===== config.mk =====
export PLATFORM = sky130hd
export DESIGN_NAME = wb_cmd_master
export DESIGN_NICKNAME = d
export VERILOG_FILES = /design/src/rtl/wb_cmd_pkg.sv /design/src/rtl/wb_timeout_ctr.sv /design/src/rtl/wb_cmd_master.sv
export SDC_FILE = /design/constraint.sdc
export NUM_CORES = 1
export LEC_CHECK = 0
export CAP_MARGIN = 30
export CORE_ASPECT_RATIO = 1.25
export CORE_MARGIN = 2
export CORE_UTILIZATION = 40
export CTS_CLUSTER_DIAMETER = 50
export DETAILED_ROUTE_END_ITERATION = 12
export PLACE_DENSITY = 0.76
export REMOVE_ABC_BUFFERS = 1
export SLEW_MARGIN = 0
export SYNTH_ARGS = -nofsm -noshare
export SYNTH_HDL_FRONTEND = slang
export SYNTH_SLANG_ARGS = --single-unit

===== constraint.sdc =====
create_clock -name wb_clk_i -period 2.6 [get_ports wb_clk_i]
set_input_delay 0.52 -clock wb_clk_i [delete_from_list [all_inputs] [get_ports wb_clk_i]]
set_output_delay 0.52 -clock wb_clk_i [all_outputs]
set_load 0.02 [all_outputs]

===== src/rtl/wb_cmd_pkg.sv =====
// Shared definitions for the Wishbone command master.
//   wbm_state_t     : sequencer states (IDLE, REQ, RSP)
//   WB_BEAT_INC     : byte address increment between burst beats
//   DEFAULT_TIMEOUT : default per-beat ack timeout in cycles
package wb_cmd_pkg;

  typedef enum logic [1:0] {
    IDLE = 2'd0,
    REQ  = 2'd1,
    RSP  = 2'd2
  } wbm_state_t;

  localparam int WB_BEAT_INC     = 4;
  localparam int DEFAULT_TIMEOUT = 255;

endpackage


===== src/rtl/wb_timeout_ctr.sv =====
// Per-beat ack timeout counter.
//   clk  : clock
//   rst  : synchronous active-high reset, clears the count
//   clr  : synchronous clear, start of a new beat
//   en   : count enable, one increment per cycle the strobe is up
//   tc   : terminal count; high in the enabled cycle whose increment
//          brings the count to TIMEOUT, so the strobe is up for exactly
//          TIMEOUT cycles before the sequencer gives up
module wb_timeout_ctr
  import wb_cmd_pkg::*;
#(
  parameter int TO_W    = 8,
  parameter int TIMEOUT = DEFAULT_TIMEOUT
) (
  input  logic clk,
  input  logic rst,
  input  logic clr,
  input  logic en,
  output logic tc
);

  localparam logic [TO_W-1:0] LAST_CNT = TO_W'(TIMEOUT - 1);

  logic [TO_W-1:0] cnt;

  always_ff @(posedge clk) begin
    if (rst || clr) begin
      cnt <= '0;
    end else if (en) begin
      cnt <= cnt + TO_W'(1);
    end
  end

  assign tc = en && (cnt == LAST_CNT);

endmodule


===== src/rtl/wb_cmd_master.sv =====
// Wishbone classic initiator driven by a valid/ready command port.
// Each command runs as one or more single-beat Wishbone cycles at
// incrementing word addresses; every beat yields one response.
//   wb_clk_i, wb_rst_i              : clock, synchronous active-high reset
//   cmd_valid/cmd_ready             : command handshake (cmd_ready is combinational)
//   cmd_we, cmd_sel, cmd_adr,
//   cmd_dat, cmd_len                : command fields; cmd_len = beats - 1
//   rsp_valid/rsp_ready             : response handshake
//   rsp_dat, rsp_last, rsp_timeout  : per-beat response fields
//   wbm_*                           : Wishbone master bus
//   busy                            : high whenever a command is in flight
module wb_cmd_master
  import wb_cmd_pkg::*;
#(
  parameter int TIMEOUT = DEFAULT_TIMEOUT,
  parameter int TO_W    = 8,
  parameter int LEN_W   = 8
) (
  input  logic             wb_clk_i,
  input  logic             wb_rst_i,
  input  logic             cmd_valid,
  output logic             cmd_ready,
  input  logic             cmd_we,
  input  logic [3:0]       cmd_sel,
  input  logic [31:0]      cmd_adr,
  input  logic [31:0]      cmd_dat,
  input  logic [LEN_W-1:0] cmd_len,
  output logic             rsp_valid,
  input  logic             rsp_ready,
  output logic [31:0]      rsp_dat,
  output logic             rsp_last,
  output logic             rsp_timeout,
  output logic             wbm_cyc_o,
  output logic             wbm_stb_o,
  output logic             wbm_we_o,
  output logic [3:0]       wbm_sel_o,
  output logic [31:0]      wbm_adr_o,
  output logic [31:0]      wbm_dat_o,
  input  logic             wbm_ack_i,
  input  logic [31:0]      wbm_dat_i,
  output logic             busy
);

  wbm_state_t       state;
  logic [LEN_W-1:0] beats;
  logic             cmd_acc;
  logic             rsp_hs;
  logic             to_clr;
  logic             to_en;
  logic             to_tc;

  assign cmd_ready = (state == IDLE) && !wb_rst_i;
  assign cmd_acc   = cmd_valid && cmd_ready;
  assign rsp_hs    = (state == RSP) && rsp_ready;

  // Counter restarts at the start of every beat: on accept and when a
  // non-final response hands over to the next beat.
  assign to_clr = cmd_acc || (rsp_hs && !rsp_last);
  assign to_en  = (state == REQ);

  wb_timeout_ctr #(
    .TO_W    (TO_W),
    .TIMEOUT (TIMEOUT)
  ) u_timeout (
    .clk (wb_clk_i),
    .rst (wb_rst_i),
    .clr (to_clr),
    .en  (to_en),
    .tc  (to_tc)
  );

  always_ff @(posedge wb_clk_i) begin
    if (wb_rst_i) begin
      state       <= IDLE;
      beats       <= '0;
      busy        <= 1'b0;
      wbm_cyc_o   <= 1'b0;
      wbm_stb_o   <= 1'b0;
      wbm_we_o    <= 1'b0;
      wbm_sel_o   <= '0;
      wbm_adr_o   <= '0;
      wbm_dat_o   <= '0;
      rsp_valid   <= 1'b0;
      rsp_dat     <= '0;
      rsp_last    <= 1'b0;
      rsp_timeout <= 1'b0;
    end else begin
      case (state)
        IDLE: begin
          if (cmd_acc) begin
            wbm_we_o  <= cmd_we;
            wbm_sel_o <= cmd_sel;
            wbm_adr_o <= cmd_adr;
            wbm_dat_o <= cmd_dat;
            beats     <= cmd_len;
            wbm_cyc_o <= 1'b1;
            wbm_stb_o <= 1'b1;
            busy      <= 1'b1;
            state     <= REQ;
          end
        end

        REQ: begin
          // Ack has priority over a timeout landing in the same cycle.
          if (wbm_ack_i) begin
            wbm_cyc_o   <= 1'b0;
            wbm_stb_o   <= 1'b0;
            rsp_valid   <= 1'b1;
            rsp_dat     <= wbm_we_o ? 32'h0 : wbm_dat_i;
            rsp_last    <= (beats == '0);
            rsp_timeout <= 1'b0;
            state       <= RSP;
          end else if (to_tc) begin
            // Timed-out beat ends the whole command.
            wbm_cyc_o   <= 1'b0;
            wbm_stb_o   <= 1'b0;
            rsp_valid   <= 1'b1;
            rsp_dat     <= 32'h0;
            rsp_last    <= 1'b1;
            rsp_timeout <= 1'b1;
            state       <= RSP;
          end
        end

        RSP: begin
          // Response fields are left untouched until the handshake.
          if (rsp_ready) begin
            rsp_valid <= 1'b0;
            if (rsp_last) begin
              busy  <= 1'b0;
              state <= IDLE;
            end else begin
              // Wraps modulo 2^32; low two address bits are unaffected.
              wbm_adr_o <= wbm_adr_o + 32'(WB_BEAT_INC);
              beats     <= beats - LEN_W'(1);
              wbm_cyc_o <= 1'b1;
              wbm_stb_o <= 1'b1;
              state     <= REQ;
            end
          end
        end

        default: begin
          state <= IDLE;
        end
      endcase
    end
  end

endmodule


# [Yosys cells after proc, flatten, opt, wreduce, memory -nomap -nowiden]
# Index checks and enable logic that the tools add are counted.
# W data, S select, Z words.
[word_totals] input_bits=114 wordCells=78 ff_bits=124 out_inout_bits=108
[classes] n_mux=32 n_reduce_logical=22 eq_ne=8 n_addsub=3
[ops] cell="$mux W32" count=6
[ops] cell="$pmux W32 S2" count=1
[ops] cell="$add A32 B3 Y32 const B" count=1
[ops] cell="$mux W8" count=3
[ops] cell="$pmux W8 S2" count=1
[ops] cell="$mux W1" count=13
[ops] cell="$add A8 B1 Y8 const B" count=1
[ops] cell="$eq A8 B8 Y1 const B" count=1
[ops] cell="$logic_not A8 Y1" count=1
[ops] cell="$mux W2" count=4
[ops] cell="$ne A2 B2 Y1 const B" count=4
[ops] cell="$reduce_and A4 Y1" count=2
[ops] cell="$sub A8 B1 Y8 const B" count=1
[ops] cell="$pmux W2 S3" count=1
[ops] cell="$reduce_and A3 Y1" count=2
[ops] cell="$reduce_bool A2 Y1" count=3
[ops] cell="$logic_and A1 B1 Y1" count=5
[ops] cell="$reduce_and A5 Y1" count=1
[ops] cell="$pmux W1 S2" count=2
[ops] cell="$reduce_and A2 Y1" count=2
[ops] cell="$ne A3 B3 Y1 const B" count=1
[ops] cell="$pmux W1 S3" count=1
[ops] cell="$reduce_bool A3 Y1" count=1
[ops] cell="$eq A2 B1 Y1 const B" count=1
[ops] cell="other kinds (4)" count=6

# [Logic depth before layout (Yosys ltp)]
# Gate-level depths: netlist of the first run.
[depth] ltp_word=5 mapped_depth=10 depth_no_buf=7

# [Modules after synthesis]
# From an unflattened synthesis of the first run, not the netlist that was laid out.
[unflattened] hier_cells=750 hier_area_um2=5835.6
[by_module_without_submodules] mod="wb_cmd_master" cells_per_inst=708 n_inst=1 seq_area_each_um2=2322.2 area_each_um2=5466.5
[by_module_without_submodules] mod="wb_timeout_ctr" cells_per_inst=42 n_inst=1 seq_area_each_um2=160.2 area_each_um2=369.1

# [Worst setup path after synthesis of the first run]
# Ideal clock, no wire load.
[synth_path] path_type="register to register" from="reg wbm_adr_o[2]" to="reg wbm_adr_o[30]" path_buffers=1 required_time_ns=2.469 setup_ns=0.131 path_stages_with_launch=8 slack_ns=0.506 arrival_ns=1.964 path_cell_list="dfxtp_1 ha_1 nand3_2 or4_1 buf_2 nor3_2 mux2i_1 o22ai_1"
[synth_between] elab_chain_len=4
[synth_rtl] item="from (decl)" line_no="wb_cmd_master.sv:37" rtl="output logic [31:0] wbm_adr_o,"
[synth_rtl] item="from (signal assigned)" line_no="wb_cmd_master.sv:93" rtl="wbm_adr_o <= cmd_adr;"
[synth_rtl] item="from (signal assigned)" line_no="wb_cmd_master.sv:134" rtl="wbm_adr_o <= wbm_adr_o + 32'(WB_BEAT_INC);"
[synth_rtl] item="$add A32 B3 Y32" line_no="wb_cmd_master.sv:134"
[synth_rtl] item="$mux W32" line_no="wb_cmd_master.sv:129" rtl="if (rsp_last) begin"
[synth_rtl] item="$mux W32" line_no="wb_cmd_master.sv:127" rtl="if (rsp_ready) begin"
[synth_rtl] item="$pmux W32 S2" line_no="wb_cmd_master.sv:88" rtl="case (state)"
# No other way between the ends. The select of a mux whose other input is x is not followed.
# A chain may end at the register's enable or synchronous reset.

# [Final worst setup path of the first run]
[layout_path] from="reg state[0]" to="out cmd_ready"
[layout_between] elab_chain_len=2
[layout_rtl] item="from (decl)" line_no="wb_cmd_master.sv:44" rtl="wbm_state_t state;"
[layout_rtl] item="from (signal assigned)" line_no="wb_cmd_master.sv:74" rtl="state <= IDLE;"
[layout_rtl] item="from (signal assigned)" line_no="wb_cmd_master.sv:99" rtl="state <= REQ;"
[layout_rtl] item="from (signal assigned)" line_no="wb_cmd_master.sv:112" rtl="state <= RSP;"
[layout_rtl] item="$logic_not A2 Y1" line_no="wb_cmd_master.sv:52" rtl="assign cmd_ready = (state == IDLE) && !wb_rst_i;"
[layout_rtl] item="$logic_and A1 B1 Y1" line_no="wb_cmd_master.sv:52"
[layout_rtl] item="to (decl)" line_no="wb_cmd_master.sv:22" rtl="output logic cmd_ready,"
# No other way between the ends.

==> reports/qor.yml, run 1 <==
power_and_ir_drop:
  power_density_over_the_cells_nw_per_um2: 932
  vdd_ir_drop_max_mv: 0.452
  p_leak_uw: 0.00309
synthesis:
  post_synth_inst_count: 745
  synth_compound_area_frac: 0.211
  synth_edf_count: 0
  seq_total_area_yosys: 0.432
  synth.ff_latch_count: 124
  postSynth.asyncResetShare: 0
  synth-warning-count: 0
  post_synth_num_cell_types: 60
  top_flip_flop_cell_by_instance_count_after_synthesis: "dfxtp_1"
  main_combinational_cell_family_by_area_after_synthesis: "simple AND/OR/NAND/NOR gates"
  synth.cell_area_um2: 5750
  synth_area_per_cell_um2: 7.72
  xor_xnor_share_of_the_synthesized_area: 0.0107
  synth.area.mux_share: 0.00870
  yosys.area_share.adder: 0.0218
  synth_simple_gate_area_share: 0.264
drt:
  detail-route-antenna-nets: 0
  detailedRoute.firstPassIterationCount: 5
  via_count: 6078
  post-route-drc-count: 0
  routed_wire_length_per_instance_um: 15.2
  detail_route.vias_per_cell: 5.36
  drt-total-wl_um: 17200
  drt-initial-drc-count: 415
sta:
  max_clock_freq_mhz: 400
  grt_setup_unrepaired: "no"
  fin_skew_ns: 0.0122
  hold_fails_final_rpt: 0
  fin_tns_setup_ns: 0
  max-slew-margin-rel: 0.672
  final.hold.worst_slack_ns: 0.332
  worst-slew-pin-transition_ns: 0.491
  finalMaxSlewViolations: 0
  final_period_minus_worst_setup_slack_ns: 2.50
  layout_worst_path_cycle_share: 0.962
  setup-violations-final: 0
cells_and_area:
  layout-drive-gt1-share: 0.0639
  layout.cells.non_filler: 1133
  antenna_cells_inserted: 0
  fin_nets: 1066
  areaGrowthSynthToFinish_pct: 52.0
  fillerInstances: 1251
grt:
  grt_antenna_before_repair: 0
  grt_pass1_vias: 5824
  grt_pass1_wl_um: 28400
  grt_usage: 0.222
  globalRouteOverflowTotal: 0
  grt_start_max_net_pins: 75
placed_design:
  estimated_wirelength_of_the_detail_placed_design_um: 12400
  io_buffers: 221
  place.gp.congestion: 0.826
  place.detailed.instances: 1101
critical_path:
  cp_max_fo: 13
  regToRegStartpoint: "wbm_adr_o[2]$_SDFFE_PP0P_"
  crit_slowest_cell: "clkdlybuf4s50_1"
  setup.worst_path.start: "state[0]$_SDFFE_PP0P_"
  ordered_list_of_cells_on_the_worst_path: "inv_1 -> ha_2 -> nor2b_1 -> clkdlybuf4s50_1"
  crit_required_ns: 2.08
  path_delay_family: "buffers and inverters"
  critPathBufInv: 2
  setup.worst_path.end_class: "primary output"
  timing_worst_setup_path_type: "flop to primary output"
  critical_path.max_stage_delay_ns: 0.62
  cp.arrival_ns: 1.98
  worst_setup_path_start_kind: "flop"
clocking:
  clock_tree.buffer_depth: 2
  postCtsResizedCells: 1
  holdBufCountCts: 0
  clockRootBuffer: "clkbuf_16"
  cts_htree_levels: 4
  tritoncts: "built"
  cts_setup_buffers: 0
  clock_sink_count: 124
  clkSlewWorstSetupHoldPaths_ns: 0.06
  clock_insertion_delay_worst_skew_ns: 0.41
  cts_buffers: 17
die:
  fp.dieW_um: 111
  row_count: 49
  core_um2: 14200
  ioPinCount: 222
  floorplan.die_area_um2: 15400
  floorplan_die_height_um: 138
  initial_utilization: 0.404
hold_path:
  min_from: "wb_rst_i"
  holdCritPathClass: "input port to flop"
run:
  maxcap_violations: 0
status:
  outcome: "complete, no violations"
## metal layers
metal  share of wire  GRT usage  routed length [um]  vias to the layer above
li1                -          -                   -                     3035
met1            0.40      0.263                6930                     2766
met2            0.48      0.365                8200                      258
met3            0.10     0.0925                1800                       19
met4           0.015     0.0734                 256                        0
met5               0          0                   0                        -
## cells in the mapped netlist, drive strengths merged, types with 2 or more instances
library cell / number / area (um2)
buf: 15 / 68.8
a21oi: 37 / 185
dfxtp: 124 / 2480
or3: 2 / 12.5
a21o: 4 / 30.0
o21ai: 92 / 460
a31oi: 2 / 12.5
and4: 2 / 17.5
nand3: 53 / 270
o31ai: 3 / 22.5
and2: 5 / 31.3
nor4: 10 / 75.1
nand4: 14 / 87.6
xnor2: 3 / 26.3
o2bb2ai: 4 / 41.3
o32ai: 5 / 43.8
a41oi: 2 / 17.5
inv: 17 / 63.8
a211oi: 11 / 82.6
nand2b: 4 / 25.0
a22oi: 6 / 45.0
o311ai: 2 / 17.5
xor2: 4 / 35.0
o211ai: 2 / 15.0
o21a: 5 / 37.5
nor2b: 10 / 62.6
o22ai: 8 / 50.1
a2bb2oi: 2 / 23.8
a31o: 2 / 17.5
and3: 13 / 81.3
ha: 10 / 125
a41o: 3 / 30.0
mux2i: 5 / 50.1
nor2: 39 / 146
nor3: 19 / 100
clkbuf: 42 / 159
nand2: 145 / 544
clkinv: 2 / 7.51
or4b: 2 / 20.0
nor3b: 2 / 15.0
o32a: 2 / 20.0
## state kept, by name, indices dropped and copies added (netlist names), 2 cells and up
register and flops:
wbm_dat_o 32, u_timeout.cnt 8, state 2, rsp_dat 32, wbm_sel_o 4, wbm_adr_o 32, beats 8
## final cells by class
| class | instances | area [um2] | share of cell area |
|---|---|---|---|
| clock buffer | 18 | 429 | 0.0491 |
| clock inverter | 14 | 161 | 0.0185 |
| inverter | 19 | 71.3 | 0.00816 |
| multi-input combinational | 545 | 2990 | 0.342 |
| sequential | 124 | 2480 | 0.284 |
| tap | 178 | 223 | 0.0255 |
| timing repair buffer | 235 | 2390 | 0.273 |
## cells in the final DEF (no fill, tap or decap), types with 6 or more instances in the layout
cell type        Yosys  final
clkdlybuf4s50_1      0    220
nand2_1            145    145
dfxtp_1            124    124
o21ai_0             92     92
nand3_1             52     52
nor2_1              39     38
a21oi_1             37     37
nor3_1              18     18
inv_1               17     17
clkbuf_16            0     17
nand4_1             14     14
and3_1              13     13
a211oi_1            11     11
nor2b_1             10     10
o22ai_1              8      8
nor4_1               8      8
ha_1                10      8
buf_4                1      8
a22oi_1              6      6
buf_12               0      6
## path summary, 6_finish.rpt
check        slack (ns)  depth (start not counted)                    endpoint
max                 0.1                          4                   cmd_ready
min                0.33                          2           busy$_SDFFE_PP0P_
max reg2reg        0.38                          6  wbm_adr_o[30]$_SDFFE_PP0P_
min reg2reg        0.45                          2    rsp_dat[20]$_SDFFE_PP0P_
## cell families after synthesis
family,count (synthesis)
buf+inv,76
fa+ha+maj,10
flops,124
simple gates,324
xor+xnor,7
compound gates,199
mux,5
## report_power, final
group          internal [uW]  switching (uW)  leakage [uW]
combinational           1400            1700       0.00180
clock                   1430             920      0.000278
sequential              2300             397       0.00101
total                   5130            3020       0.00309
## stage by stage
| stage | setup WS (ns) | cell area (um2) | utilization | total power [uW] |
|---|---|---|---|---|
| floorplan | -0.921 | 5520 | - | 4380 |
| global placement | 0.375 | 8150 | 0.573 | 5780 |
| detailed placement | 0.334 | 8150 | 0.573 | 5820 |
| CTS | 0.0768 | 8740 | 0.615 | 8210 |
| global route | 0.00852 | 8740 | 0.615 | 8650 |
| finish | 0.0980 | 8740 | 0.615 | 8150 |
Power figures use the tool's default switching activity.
==> inputs of run 2 (changes only) <==
--- a/config.mk
+++ b/config.mk
@@ -9,6 +9,7 @@
 export CORE_ASPECT_RATIO = 1.25
 export CORE_MARGIN = 2
 export CORE_UTILIZATION = 40
+export CTS_BUF_LIST = sky130_fd_sc_hd__clkbuf_4
 export CTS_CLUSTER_DIAMETER = 50
 export DETAILED_ROUTE_END_ITERATION = 12
 export PLACE_DENSITY = 0.76
==> reports/qor.yml, run 2 (synthesis results as in run 1) <==
clocking:
  cts_buffers: 17
  tritoncts: "built"
  clock_sink_count: 124
  clkSlewWorstSetupHoldPaths_ns: 0.13
  clockRootBuffer: "clkbuf_4"
  cts_htree_levels: 4
  clock_tree.buffer_depth: 2
  clock_insertion_delay_worst_skew_ns: 0.50
placed_design:
  place.gp.congestion: 0.826
  place_area_um2: 8150
  estimated_wirelength_of_the_detail_placed_design_um: 12400
  io_buffers: 221
  place.detailed.instances: 1101
run:
  maxcap_violations: 0
cells_and_area:
  fin_nets: 1066
  layout.core_utilization: 0.595
  reg.largest.list: "rsp_dat x32, wbm_adr_o x32, wbm_dat_o x32"
  layout.cells.non_filler: 1133
  leading_cell_types_in_the_layout_fill_and_taps_excluded: "clkdlybuf4s50_1 (219), nand2_1 (145), dfxtp_1 (124), o21ai_0 (92), nand3_1 (52)"
  mostFrequentLayoutCell: "clkdlybuf4s50_1"
  layout.cell_area.non_filler_um2: 8460
  antenna_cells_inserted: 0
  layout-drive-gt1-share: 0.0649
  areaGrowthSynthToFinish_pct: 47.1
  fillerInstances: 1296
sta:
  max-slew-margin-rel: 0.650
  setup-violations-final: 0
  max_clock_freq_mhz: 443
  final_period_minus_worst_setup_slack_ns: 2.26
  fin_skew_ns: 0.0253
  final.hold.worst_slack_ns: 0.223
  fin_tns_setup_ns: 0
  finalMaxSlewViolations: 0
  layout_worst_path_cycle_share: 0.868
  worst-slew-pin-transition_ns: 0.524
  grt_setup_unrepaired: "no"
  hold_fails_final_rpt: 0
die:
  row_count: 49
  ioPinCount: 222
  floorplan_die_height_um: 138
  fp.dieW_um: 111
  initial_utilization: 0.404
  floorplan.die_area_um2: 15400
  core_um2: 14200
hold_path:
  holdCritPathClass: "input port to flop"
grt:
  globalRouteOverflowTotal: 0
  grt_start_max_net_pins: 75
  grt_antenna_before_repair: 0
  grt_usage: 0.219
  grt_pass1_wl_um: 28100
  grt_pass1_vias: 5811
drt:
  detailedRoute.firstPassIterationCount: 5
  routed_wire_length_per_instance_um: 15.2
  drt-initial-drc-count: 446
  drt-total-wl_um: 17200
  via_count: 6086
  post-route-drc-count: 0
  detail-route-antenna-nets: 0
  detail_route.vias_per_cell: 5.37
critical_path:
  setup.worst_path.end_class: "primary output"
  timing_worst_setup_path_type: "flop to primary output"
  crit_required_ns: 2.08
  cp_max_fo: 13
  cp.arrival_ns: 1.74
  worst_setup_path_start_kind: "flop"
power_and_ir_drop:
  power_density_over_the_cells_nw_per_um2: 853
  p_leak_uw: 0.00296
  vdd_ir_drop_max_mv: 0.473
status:
  outcome: "complete, no violations"
run 2: cell types whose count changed in the layout (fill, tap and decap cells not counted):
cell,before,now
clkbuf_1,1,0
clkbuf_16,17,0
clkbuf_4,0,18
clkdlybuf4s50_1,220,219
dlygate4sd2_1,0,1
ha_2,2,1
ha_4,0,1
run 2: layout make-up:
class | count | area, um2 | share of cell area
repair buffers | 235 | 2390 | 0.282
multi-input cells | 545 | 3000 | 0.355
flip-flops and latches | 124 | 2480 | 0.293
inverters | 19 | 71.3 | 0.00843
clock inverters | 14 | 161 | 0.0191
well taps | 178 | 223 | 0.0263
clock buffers | 18 | 135 | 0.0160
run 2: what timing repair did:
item	4_1_cts	5_1_grt
setup buffers	0	0
endpoints found under the setup margin	1	0
hold buffers	0	0
gates resized for setup	3	0
run 2: path summary, 6_finish.rpt:
| check | depth (start not counted) | to | slack, ns | startpoint |
|---|---|---|---|---|
| max | 4 | cmd_ready | 0.34 | state[0]$_SDFFE_PP0P_ |
| min | 2 | busy$_SDFFE_PP0P_ | 0.22 | wb_rst_i |
| min reg2reg | 2 | rsp_dat[20]$_SDFFE_PP0P_ | 0.46 | rsp_dat[20]$_SDFFE_PP0P_ |
| max reg2reg | 6 | wbm_adr_o[30]$_SDFFE_PP0P_ | 0.40 | wbm_adr_o[2]$_SDFFE_PP0P_ |
run 2: metrics by stage:
step	power, uW	setup slack (ns)
2_1_floorplan	4380	-0.921
3_3_place_gp	5780	0.375
3_5_place_dp	5820	0.334
4_1_cts	7260	0.278
5_1_grt	7690	0.208
6_report	7210	0.344
run 2: power breakdown:
group          total [uW]  switching, uW  internal [uW]
Combinational        3120           1710           1410
Sequential           2690            400           2290
Clock                1400            801            600
Total                7210           2910           4300
run 2: worst max-delay path, cell delays in order, from the launching register on:
cell and delay [ns]:
dfxtp_1 0.36, inv_1 0.14, ha_4 0.24, nor2b_1 0.15, dlygate4sd2_1 0.35
run 2: routing by layer:
metal / vias up / share of wire / global-route usage
li1: 3026 / - / -
met5: - / 0 / 0
met2: 267 / 0.47 / 0.361
met1: 2764 / 0.41 / 0.258
met3: 29 / 0.099 / 0.0921
met4: 0 / 0.018 / 0.0721
